File: config.mk
export PLATFORM = sky130hd
export DESIGN_NAME = pixel_frame_tx_flat
export DESIGN_NICKNAME = d
export VERILOG_FILES = /design/src/rtl/pixel_frame_tx_if.sv /design/src/rtl/pixel_frame_tx.sv /design/src/flat_wrapper.sv
export SDC_FILE = /design/constraint.sdc
export NUM_CORES = 1
export LEC_CHECK = 0
export CORE_ASPECT_RATIO = 1.75
export CORE_MARGIN = 3
export CORE_UTILIZATION = 39
export CTS_BUF_LIST = sky130_fd_sc_hd__clkbuf_4 sky130_fd_sc_hd__clkbuf_8 sky130_fd_sc_hd__clkbuf_16
export CTS_CLUSTER_DIAMETER = 30
export CTS_CLUSTER_SIZE = 25
export DETAILED_ROUTE_END_ITERATION = 10
export PLACE_DENSITY = 0.64
export RECOVER_POWER = 25
export SLEW_MARGIN = 25
export SYNTH_ARGS = -nofsm -noshare
export SYNTH_HDL_FRONTEND = slang
export SYNTH_SLANG_ARGS = --single-unit
File: constraint.sdc
create_clock -name CLK -period 3.5 [get_ports CLK]
set_input_delay 0.7 -clock CLK [delete_from_list [all_inputs] [get_ports CLK]]
set_output_delay 0.7 -clock CLK [all_outputs]
set_load 0.01 [all_outputs]
File: src/rtl/pixel_frame_tx_if.sv
// Pixel-side and frame-side signal bundle for the pixel link transmit framer.
// The master drives pixels and frame control; the slave is the framer itself.
interface pixel_frame_tx_if #(
  parameter int PIXEL_WIDTH = 16
);
  logic [PIXEL_WIDTH-1:0] PIX_DIN;
  logic                   PIX_VALID;
  logic                   PIX_READY;
  logic                   TX_EN;
  logic [PIXEL_WIDTH-1:0] CNTL_WORD;
  logic                   TX_VALID;
  logic [PIXEL_WIDTH-1:0] DOUT;
  logic                   FRAME_BUSY;
  logic                   FRAME_DONE;

  modport master (
    output PIX_DIN, PIX_VALID, TX_EN, CNTL_WORD,
    input  PIX_READY, TX_VALID, DOUT, FRAME_BUSY, FRAME_DONE
  );

  modport slave (
    input  PIX_DIN, PIX_VALID, TX_EN, CNTL_WORD,
    output PIX_READY, TX_VALID, DOUT, FRAME_BUSY, FRAME_DONE
  );
endinterface

File: src/rtl/pixel_frame_tx.sv
// Transmit framer: buffers NUM_PIXEL pixels in a circular FIFO, then emits
// SYNC, SYNC, MARK, control word and the buffered pixels back to back.
module pixel_frame_tx #(
  parameter int                     PIXEL_WIDTH = 16,
  parameter int                     NUM_PIXEL   = 16,
  parameter logic [PIXEL_WIDTH-1:0] SYNC_WORD   = 16'hFFFF,
  parameter logic [PIXEL_WIDTH-1:0] MARK_WORD   = 16'hAAAA
) (
  input  logic             CLK,
  input  logic             RST,
  pixel_frame_tx_if.slave  bus
);

  localparam int PW = (NUM_PIXEL > 1) ? $clog2(NUM_PIXEL) : 1;
  localparam int CW = $clog2(NUM_PIXEL + 1);
  localparam logic [PW-1:0] PTR_LAST = PW'(NUM_PIXEL - 1);
  localparam logic [CW-1:0] CNT_FULL = CW'(NUM_PIXEL);

  typedef enum logic [2:0] {
    S_IDLE, S_SYNC0, S_SYNC1, S_MARK, S_CNTL, S_PIXEL
  } state_t;

  state_t                 r_state;
  state_t                 w_state_next;
  logic [PW-1:0]          r_pix_cnt;
  logic [PW-1:0]          r_rd_ptr;
  logic [PW-1:0]          r_wr_ptr;
  logic [CW-1:0]          r_count;
  logic [PIXEL_WIDTH-1:0] r_ctrl;
  logic [PIXEL_WIDTH-1:0] r_mem [NUM_PIXEL];

  logic                   w_full;
  logic                   w_wr;
  logic                   w_rd;
  logic                   w_last;
  logic                   w_start;
  logic [PIXEL_WIDTH-1:0] w_dout;

  assign w_full  = (r_count == CNT_FULL);
  assign w_wr    = bus.PIX_VALID && !w_full;
  assign w_rd    = (r_state == S_PIXEL);
  assign w_last  = w_rd && (r_pix_cnt == PTR_LAST);
  assign w_start = (r_state == S_IDLE) && bus.TX_EN && w_full;

  always_comb begin
    w_state_next = r_state;
    case (r_state)
      S_IDLE:  if (w_start) w_state_next = S_SYNC0;
      S_SYNC0: w_state_next = S_SYNC1;
      S_SYNC1: w_state_next = S_MARK;
      S_MARK:  w_state_next = S_CNTL;
      S_CNTL:  w_state_next = S_PIXEL;
      S_PIXEL: if (w_last) w_state_next = S_IDLE;
      default: w_state_next = S_IDLE;
    endcase
  end

  always_ff @(posedge CLK) begin
    if (RST) begin
      r_state   <= S_IDLE;
      r_pix_cnt <= '0;
      r_rd_ptr  <= '0;
      r_wr_ptr  <= '0;
      r_count   <= '0;
      r_ctrl    <= '0;
    end else begin
      r_state <= w_state_next;
      if (w_start) r_ctrl <= bus.CNTL_WORD;
      if (w_rd) begin
        r_pix_cnt <= w_last ? '0 : r_pix_cnt + 1'b1;
        r_rd_ptr  <= (r_rd_ptr == PTR_LAST) ? '0 : r_rd_ptr + 1'b1;
      end
      if (w_wr) r_wr_ptr <= (r_wr_ptr == PTR_LAST) ? '0 : r_wr_ptr + 1'b1;
      // A read only happens while a full frame's worth is buffered, so no underflow.
      case ({w_wr, w_rd})
        2'b10:   r_count <= r_count + 1'b1;
        2'b01:   r_count <= r_count - 1'b1;
        default: r_count <= r_count;
      endcase
    end
  end

  always_ff @(posedge CLK) begin
    if (w_wr) r_mem[r_wr_ptr] <= bus.PIX_DIN;
  end

  always_comb begin
    w_dout = '0;
    case (r_state)
      S_SYNC0, S_SYNC1: w_dout = SYNC_WORD;
      S_MARK:           w_dout = MARK_WORD;
      S_CNTL:           w_dout = r_ctrl;
      S_PIXEL:          w_dout = r_mem[r_rd_ptr];
      default:          w_dout = '0;
    endcase
  end

  assign bus.DOUT       = w_dout;
  assign bus.TX_VALID   = (r_state != S_IDLE);
  assign bus.FRAME_BUSY = (r_state != S_IDLE);
  assign bus.FRAME_DONE = w_last;
  assign bus.PIX_READY  = !w_full;

endmodule

File: src/flat_wrapper.sv
// flat-port wrapper written by rule: the top's interface ports become plain ports
module pixel_frame_tx_flat 
#(
  parameter int                     PIXEL_WIDTH = 16,
  parameter int                     NUM_PIXEL   = 16,
  parameter logic [PIXEL_WIDTH-1:0] SYNC_WORD   = 16'hFFFF,
  parameter logic [PIXEL_WIDTH-1:0] MARK_WORD   = 16'hAAAA
)
  (CLK, RST, bus_PIX_DIN, bus_PIX_VALID, bus_TX_EN, bus_CNTL_WORD, bus_PIX_READY, bus_TX_VALID, bus_DOUT, bus_FRAME_BUSY, bus_FRAME_DONE);
  pixel_frame_tx_if #(.PIXEL_WIDTH(PIXEL_WIDTH)) bus_i ();
  input  logic CLK;
  input  logic RST;
  input wire logic [$bits(bus_i.PIX_DIN)-1:0] bus_PIX_DIN;
  input wire logic [$bits(bus_i.PIX_VALID)-1:0] bus_PIX_VALID;
  input wire logic [$bits(bus_i.TX_EN)-1:0] bus_TX_EN;
  input wire logic [$bits(bus_i.CNTL_WORD)-1:0] bus_CNTL_WORD;
  output wire logic [$bits(bus_i.PIX_READY)-1:0] bus_PIX_READY;
  output wire logic [$bits(bus_i.TX_VALID)-1:0] bus_TX_VALID;
  output wire logic [$bits(bus_i.DOUT)-1:0] bus_DOUT;
  output wire logic [$bits(bus_i.FRAME_BUSY)-1:0] bus_FRAME_BUSY;
  output wire logic [$bits(bus_i.FRAME_DONE)-1:0] bus_FRAME_DONE;
  assign bus_i.PIX_DIN = bus_PIX_DIN;
  assign bus_i.PIX_VALID = bus_PIX_VALID;
  assign bus_i.TX_EN = bus_TX_EN;
  assign bus_i.CNTL_WORD = bus_CNTL_WORD;
  assign bus_PIX_READY = bus_i.PIX_READY;
  assign bus_TX_VALID = bus_i.TX_VALID;
  assign bus_DOUT = bus_i.DOUT;
  assign bus_FRAME_BUSY = bus_i.FRAME_BUSY;
  assign bus_FRAME_DONE = bus_i.FRAME_DONE;
  pixel_frame_tx #(.PIXEL_WIDTH(PIXEL_WIDTH), .NUM_PIXEL(NUM_PIXEL), .SYNC_WORD(SYNC_WORD), .MARK_WORD(MARK_WORD)) u_core (.CLK(CLK), .RST(RST), .bus(bus_i));
endmodule
==> flow_summary.json, run 1 <==
{
  "status": "completed",
  "leakagePower_nw": 4.988,
  "synthToLayoutAreaGrowth_pct": 22.25,
  "required_ns": 2.80,
  "cts_tree": "done",
  "synth_fp_nets": 734,
  "path_class": "flop to output port",
  "r2r_start": "u_core.r_state[1]",
  "synth_top_flop_cell": "edfxtp_1",
  "cap_violations": 0,
  "die-area_mm2": 0.03286,
  "via_count": 6503,
  "critPathLaunchType": "flop",
  "grt_overflow_total": 0,
  "finalHoldViolCount": 0,
  "netlist-cell-type-count": 51,
  "r2r_setup_slack_ns": 0.60,
  "wire_per_inst_um": 22.01,
  "layout_min_cycle_time_ns": 3.361,
  "portBuffers": 55,
  "cts-root-buf": "clkbuf_16",
  "nets": 838,
  "gp_congestion": 0.7782,
  "max_freq_ghz": 0.2975,
  "instances_no_fill": 1208,
  "core_area_mm2": 0.03016,
  "initial_utilization": 0.3962,
  "setup_viol": 0,
  "io_pins": 56,
  "timing.final.crit_share": 0.9603,
  "synth_area_mm2": 0.01195,
  "synth_top_area_cell": "edfxtp_1",
  "hold_class": "flop to flop",
  "skew_ns": 0.02338,
  "dieWidth_um": 138.3,
  "power_mw": 7.754,
  "drt-initial-drc-count": 413,
  "r2r_end": "u_core.r_count[4]",
  "cp_data_arrival_time_ns": 2.66,
  "holdPathEnd": "u_core.r_pix_cnt[1]",
  "cts_max_level": 2,
  "slowest_delay_ns": 0.56,
  "diodes": 0,
  "critical_path.slowest_cell": "mux4_1",
  "drc": 0,
  "place_hpwl_um": 16530,
  "layout_common_cells": "256 x edfxtp_1, 51 x mux4_2, 44 x buf_4",
  "clockBufferDepth": 3,
  "finalSetupTns_ns": 0,
  "drt_first_pass_iters": 5,
  "hold_depth": 2,
  "tightest_slew_ns": 0.7015,
  "rsz0062_at_grt": "no",
  "totalWireLength_um": 26590,
  "cts_made_buffers": 37,
  "postRouteAntennaNets": 0,
  "worst-path-max-fanout": 12,
  "drive_above_1_share": 0.2619,
  "rows": 84,
  "path_cells": "buf_12, mux4_1, a22o_1, a211oi_2, buf_4, a211oi_1, dlygate4sd2_1",
  "drv_slew": 0,
  "grt_max_degree": 39,
  "yosys-top-cells-area": "edfxtp_1 64%, mux4_2 9.6%, dfxtp_1 6.7%",
  "ys_ff_latch": 296,
  "syn_inst": 688,
  "clock_sinks": 296,
  "die_h_um": 237.6,
  "grt_pass1_wl_um": 41400,
  "insertion_delay_ns": 0.54,
  "yosysWarnings": 0,
  "drt-vias-per-instance": 5.383,
  "rr_worst_depth": 9,
  "cts_hold_buf": 0,
  "grt_use_total": 0.1639,
  "ys_seq_area_frac": 0.7102,
  "p_per_area_mw_per_mm2": 530.7,
  "clk_pin_slew_ns": 0.06,
  "ys_async_sr_fraction": 0,
  "ir_drop_mv": 0.3515,
  "antenna_found_initial": 1,
  "yosys.area.top_type_share": 0.6432,
  "max_slew_margin": 0.5312,
  "placedCellCount": 1129,
  "final_common_cell": "edfxtp_1",
  "syn_area_per_cell_um2": 17.37,
  "crit_path_end_kind": "output port",
  "synth-edff-count": 256,
  "grt_pass1_vias": 6872,
  "hp-start": "u_core.r_pix_cnt[1]"
}
## state kept, by name, indices dropped and copies added (netlist names), named ones only
signal            count
u_core.r_mem        256
u_core.r_ctrl        16
u_core.r_count        5
u_core.r_pix_cnt      4
u_core.r_rd_ptr       4
u_core.r_wr_ptr       4
u_core.r_state        3
## stage by stage
step                area [um^2]  hold WS, ns  utilization  setup WS (ns)
floorplan                 11950       0.4536            -         0.4928
global placement          13190       0.4613       0.4374         0.1567
detailed placement        13190       0.4718       0.4374         0.1941
CTS                       14600       0.4791       0.4839       0.002261
global route              14610       0.5092       0.4844        0.02839
finish                    14610       0.4780       0.4844         0.1391
## area by class of cell
type,instances,area [um^2]
Fill cell,2472,15550
Sequential cell,296,8498
Multi-Input combinational cell,341,3296
Timing Repair Buffer,109,1082
Clock buffer,41,962.2
Tap cell,387,484.2
Clock inverter,27,261.5
Inverter,7,26.28
## where the power goes
group	switching (mW)	total (mW)	internal, mW
sequential	0.0175	3.89	3.87
clock	1.54	3.68	2.14
combinational	0.111	0.189	0.0777
total	1.67	7.75	6.08
## repair_timing
action	CTS	global route
cloned	2	0
pin swaps	2	2
hold endpoints to repair	0	0
setup buffers	9	0
endpoints found under the setup margin	16	5
gates resized for setup	28	5
## logic make-up (layout without fill, tap and decap cells)
group,after synthesis,after routing,share of synthesized area
xor gates and xnor gates,8,8,0.005863
and+or+nand+nor,132,132,0.05350
buffers and inverters,51,184,0.02188
AOI/OAI and AO/OA,88,88,0.05067
DFF,296,296,0.7102
muxes,103,103,0.1474
adders and majority gates,10,10,0.01047
## per-layer routing
| metal | GRT usage | vias to the layer above | routed length (um) |
|---|---|---|---|
| li1 | - | 2947 | - |
| met1 | 0.1965 | 3322 | 10490 |
| met2 | 0.2982 | 182 | 14270 |
| met3 | 0.02738 | 52 | 1132 |
| met4 | 0.05724 | 0 | 690 |
| met5 | 0 | - | 0 |
## synthesized netlist by cell type (all sizes together), types with 2 or more instances
library cell  count
a211o             3
a211oi           16
a21oi            26
a221o             2
a221oi            8
a22o              8
a22oi             3
a311oi            3
buf              25
clkbuf           19
dfxtp            40
edfxtp          256
ha               10
inv               6
mux2              9
mux2i            38
mux4             56
nand2            37
nand2b           11
nand3             3
nand3b            3
nand4             2
nand4b            6
nor2             50
nor2b             4
nor3              7
o21ai            12
or3               3
xor2              7
## critical path: cells and delay by family, from the launching register on
family	cells	cell delay [ns]
AO/OA/AOI/OAI	3	0.53
flip-flops	1	0.40
buffers and inverters	3	0.63
multiplexers	1	0.56
## worst max path at each step
stage,startpoint,endpoint,slack (ns)
after floorplan,bus_PIX_VALID,u_core.r_count[4],0.49
after global placement,bus_PIX_VALID,u_core.r_count[4],0.16
after detailed placement,bus_PIX_VALID,u_core.r_count[4],0.19
after CTS,flop,bus_DOUT[9],0.002
after global routing,flop,bus_DOUT[10],0.03
final,flop,bus_DOUT[11],0.14
No activity file was read; power rests on OpenSTA's default activity.
==> inputs of run 2 (changes only) <==
Settings changed: CTS_BUF_LIST sky130_fd_sc_hd__clkbuf_4 sky130_fd_sc_hd__clkbuf_8 sky130_fd_sc_hd__clkbuf_16 to sky130_fd_sc_hd__clkbuf_4 sky130_fd_sc_hd__clkbuf_8, SLEW_MARGIN 25 to 20.
==> run 2 against run 1 <==
Net effect: final cell count is 0.33% lower; power is 14% lower; setup slack worse by 0.021 ns; via count is 0.32% lower; sequential cell count stayed put; clock power is 29% lower; largest power group unchanged.
==> flow_summary.json, run 2 (synthesis gave the netlist of run 1 again) <==
{
  "nets": 833,
  "cp_data_arrival_time_ns": 2.68,
  "hold-worst-slack_ns": 0.4816,
  "hold_class": "flop to flop",
  "rsz0062_at_grt": "yes",
  "postPlaceCellArea_mm2": 0.01319,
  "die_h_um": 237.6,
  "n_fill_cell": 2523,
  "tightest_slew_ns": 0.7108,
  "largest_registers": "u_core.r_mem (256), u_core.r_ctrl (16), u_core.r_count (5)",
  "p_per_area_mw_per_mm2": 470.6,
  "drv_slew": 0,
  "drt-initial-drc-count": 395,
  "postRouteAntennaNets": 0,
  "path_cells": "buf_12, bufbuf_16, mux4_2, nand2_1, nand4b_1, clkdlybuf4s50_1",
  "finalInstanceArea_mm2": 0.01417,
  "wire_per_inst_um": 21.86,
  "layout_common_cells": "256 x edfxtp_1, 51 x mux4_2, 39 x buf_4, 38 x clkbuf_8",
  "cts_max_level": 2,
  "place_hpwl_um": 16530,
  "clockBufferDepth": 3,
  "die-area_mm2": 0.03286,
  "grt_pass1_vias": 6821,
  "timing.final.crit_share": 0.9662,
  "grt_overflow_total": 0,
  "crit_path_end_kind": "output port",
  "grt_max_degree": 39,
  "portBuffers": 55,
  "cap_violations": 0,
  "setup_viol": 0,
  "rows": 84,
  "clock_sinks": 296,
  "via_count": 6482,
  "grt_pass1_wl_um": 40900,
  "dieWidth_um": 138.3,
  "synthToLayoutAreaGrowth_pct": 18.53,
  "path_class": "flop to output port",
  "cts_made_buffers": 37,
  "skew_ns": 0.03564,
  "hp-start": "u_core.r_pix_cnt[1]",
  "cts_hold_buf": 0,
  "clk_pin_slew_ns": 0.08,
  "drc": 0,
  "grt_use_total": 0.1616,
  "antenna_found_initial": 1,
  "leakagePower_nw": 4.748,
  "layout_min_cycle_time_ns": 3.382,
  "final_common_cell": "edfxtp_1",
  "power_mw": 6.667,
  "largest_reg_flops": 256,
  "finalSetupTns_ns": 0,
  "r2r_start": "u_core.r_state[1]",
  "worst-path-max-fanout": 10,
  "max_slew_margin": 0.5250,
  "critPathLaunchType": "flop",
  "cts_tree": "done",
  "crit_family": "buffers and inverters",
  "max_freq_ghz": 0.2957,
  "cts-root-buf": "clkbuf_8",
  "io_pins": 56,
  "status": "completed",
  "critical_path.slowest_cell": "mux4_2",
  "finalHoldViolCount": 0,
  "initial_utilization": 0.3962,
  "largest-register": "u_core.r_mem",
  "drt_first_pass_iters": 5,
  "totalWireLength_um": 26320,
  "ir_drop_mv": 0.3561,
  "drive_above_1_share": 0.2635,
  "insertion_delay_ns": 0.58,
  "drt-vias-per-instance": 5.384,
  "core_area_mm2": 0.03016,
  "gp_congestion": 0.7782,
  "required_ns": 2.80,
  "slowest_delay_ns": 0.53,
  "path_buf_inv": 3
}
[run 2: changes by cell type in the layout (fill, tap and decap cells not counted), moves of 3 or more]
cell	change
buf_4	-5
clkbuf_16	-37
clkbuf_8	+37
dlygate4sd3_1	+3
[run 2: final timing paths]
check	endpoint	slack, ns	depth (start not counted)
worst min register to register	u_core.r_pix_cnt[1]	0.48	2
worst min-delay path	u_core.r_pix_cnt[1]	0.48	2
worst max-delay path	bus_DOUT[0]	0.12	6
worst max register to register	u_core.r_count[4]	0.77	9
[run 2: area by class of cell]
| cell class | count | area (um^2) | share of cell area |
|---|---|---|---|
| flip-flops and latches | 296 | 8499 | 0.6000 |
| diodes | 1 | 2.502 | 0.0001766 |
| inverters | 7 | 27.53 | 0.001943 |
| clock inverters | 27 | 245.2 | 0.01731 |
| multi-input cells | 341 | 3321 | 0.2344 |
| clock buffers | 41 | 545.5 | 0.03851 |
| repair buffers | 104 | 1041 | 0.07349 |
| well taps | 387 | 484.2 | 0.03418 |
[run 2: worst register-to-register path, cell delays in order, from the launching register on]
cell and delay, ns:
dfxtp_1 0.56, nand3b_1 0.21, clkinv_2 0.18, ha_1 0.26, buf_4 0.16, ha_1 0.32
nand2_1 0.07, a21oi_1 0.04, a2111oi_0 0.46, mux2_2 0.38
[run 2: metal layers]
metal | part of all wire | track usage | up-vias | wire [um]
met5 | 0 | 0 | - | 0
met4 | 0.025 | 0.05424 | 0 | 669
met3 | 0.044 | 0.02516 | 43 | 1168
met2 | 0.54 | 0.2958 | 174 | 14220
met1 | 0.39 | 0.1944 | 3330 | 10260
li1 | - | - | 2935 | -
[run 2: what timing repair did]
item / in CTS / in global routing
setup buffers: 4 / 1
hold endpoints to repair: 0 / 0
gates resized for setup: 24 / 16
gates cloned: 1 / 0
pin swaps: 2 / 1
setup endpoints to repair: 16 / 6
[run 2: power breakdown]
group          total [mW]  switching [mW]  internal, mW  leakage, nW
logic               0.188           0.111        0.0776         1.71
registers            3.88          0.0173          3.86         2.64
clock network        2.60            1.38          1.21        0.400
total                6.67            1.51          5.16         4.75
[run 2: per-stage QoR]
stage | worst slack [ns] | utilization | cells
after floorplan | 0.4928 | - | 688
after global placement | 0.1567 | 0.4374 | 1129
after detailed placement | 0.1941 | 0.4374 | 1129
after CTS | -0.1241 | 0.4673 | 1202
after global routing | -0.004603 | 0.4696 | 1203
final | 0.1183 | 0.4696 | 1204
==> inputs of run 3 (changes only) <==
Settings changed: CORE_UTILIZATION 39 to 56, PLACE_DENSITY 0.64 to 0.86.
Clock period 3.5 ns to 2.97 ns, I/O delays scaled along.
==> run 3 against run 2 <==
Net effect: the run now ends with negative setup slack left; die area is 29% lower; power is 15% higher; first-iteration DRC count is 96% higher; core utilization is 21 points higher; setup slack worse by 0.28 ns; largest cell class unchanged.
==> flow_summary.json, run 3 (synthesis gave the netlist of run 1 again) <==
{
  "status": "finished with violations",
  "violations": "negative setup slack",
  "place_hpwl_um": 16450,
  "cts-root-buf": "clkbuf_8",
  "max_slew_margin": 0.5090,
  "io_pins": 56,
  "ir_drop_mv": 0.2823,
  "placedCellCount": 1006,
  "initial_utilization": 0.5710,
  "final_common_cell": "edfxtp_1",
  "postRouteAntennaNets": 0,
  "drt-initial-drc-count": 776,
  "drv_slew": 0,
  "p_per_area_mw_per_mm2": 543.3,
  "layout_common_cells": "256 x edfxtp_1, 55 x mux4_2, 52 x buf_4, 49 x nor2_1, 38 x mux2i_1",
  "drc": 0,
  "max_freq_ghz": 0.3189,
  "gp_congestion": 0.8379,
  "rsz0062_at_grt": "yes",
  "cts_made_buffers": 30,
  "cap_violations": 0,
  "antenna_found_initial": 1,
  "clockBufferDepth": 3,
  "synthToLayoutAreaGrowth_pct": 18.59,
  "drive_above_1_share": 0.2940,
  "setup_viol": 16,
  "die-area_mm2": 0.02320,
  "n_fill_cell": 1238,
  "crit_path_end_kind": "output port",
  "clock_sinks": 296,
  "path_cells": "buf_6, buf_16, buf_6, mux4_2, mux2_4, nand2_2, nand4b_1, buf_2",
  "grt_pass1_vias": 7245,
  "layout_min_cycle_time_ns": 3.136,
  "path_class": "flop to output port",
  "wire_per_inst_um": 26.48,
  "rows": 70,
  "critical_path.slowest_cell": "mux4_2",
  "hold-worst-slack_ns": 0.5054,
  "nets": 852,
  "drt_first_pass_iters": 5,
  "cts_tree": "done",
  "totalWireLength_um": 28680,
  "via_count": 6998,
  "instances_no_fill": 1083,
  "timing.final.crit_share": 1.056,
  "power_mw": 7.701,
  "portBuffers": 55,
  "slowest_delay_ns": 0.49,
  "grt_use_total": 0.2457,
  "insertion_delay_ns": 0.59,
  "hold_class": "flop to flop",
  "leakagePower_nw": 4.789,
  "worst-path-max-fanout": 5,
  "largest-register": "u_core.r_mem",
  "grt_overflow_total": 0,
  "largest_reg_flops": 256,
  "cp_data_arrival_time_ns": 2.54,
  "finalHoldViolCount": 0,
  "grt_pass1_wl_um": 42260,
  "crit_family": "multiplexers",
  "largest_registers": "u_core.r_mem (256), u_core.r_ctrl (16), u_core.r_count (5)",
  "clk_pin_slew_ns": 0.11,
  "tightest_slew_ns": 0.7347,
  "required_ns": 2.38,
  "cpMostUsedCell": "buf_6",
  "grt_max_degree": 42,
  "die_h_um": 199.3,
  "core_area_mm2": 0.02093,
  "finalWorstSetupSlack_ns": -0.1657,
  "dieWidth_um": 116.4,
  "critPathLaunchType": "flop",
  "cts_max_level": 1,
  "path_buf_inv": 4,
  "skew_ns": 0.02064,
  "drt-vias-per-instance": 6.462
}
-- run 3: stage by stage --
stage	TNS, ns	cell area (um^2)	setup slack [ns]	utilization
finish	-1.590	14170	-0.1657	0.6771
global placement	-0.08324	13080	-0.08324	0.6250
floorplan	0	11950	0.06876	-
CTS	-1.934	14120	-0.1738	0.6746
global route	-2.781	14170	-0.2444	0.6771
detailed placement	-0.1864	13080	-0.1653	0.6250
-- run 3: cell type report --
cell class	count	area, um^2	area share
Multi-Input combinational cell	341	3390	0.2391
Antenna cell	1	2.502	0.0001766
Clock inverter	25	267.8	0.01889
Sequential cell	296	8494	0.5993
Timing Repair Buffer	130	1251	0.08828
Clock buffer	31	426.7	0.03010
Inverter	7	26.28	0.001854
Tap cell	252	315.3	0.02225
-- run 3: layer usage --
metal,GRT usage,vias to the layer above,routed length (um)
li1,-,2966,-
met1,0.3044,3531,10190
met2,0.4301,414,15400
met3,0.03576,87,1974
met4,0.1006,0,1115
met5,0,-,0
-- run 3: what timing repair did --
item                                   in CTS  in global routing
endpoints found under the hold margin       0                  0
setup buffers                              18                  1
setup endpoints to repair                  16                 16
cloned                                      3                  0
hold buffers                                0                  0
gates resized for setup                   111                 10
pin swaps                                  22                 11
-- run 3: power breakdown --
part           internal (mW)  leakage, nW  switching, mW
registers               4.55         2.64         0.0256
clock network           1.33        0.349           1.55
logic                  0.102         1.80          0.138
-- run 3: tightest hold or removal path, stage by stage (launching register included) --
cell and delay, ns:
dfxtp_1 0.34, nand2_1 0.06, a21oi_1 0.06
-- run 3: worst paths after layout --
| path | start | end | slack (ns) | cells after the start |
|---|---|---|---|---|
| setup / recovery | flop | bus_DOUT[0] | -0.17 | 8 |
| hold / removal | u_core.r_pix_cnt[1] | u_core.r_pix_cnt[1] | 0.51 | 2 |
| setup reg to reg | u_core.r_count[1] | u_core.r_count[4] | 0.25 | 10 |
| hold reg to reg | u_core.r_pix_cnt[1] | u_core.r_pix_cnt[1] | 0.51 | 2 |
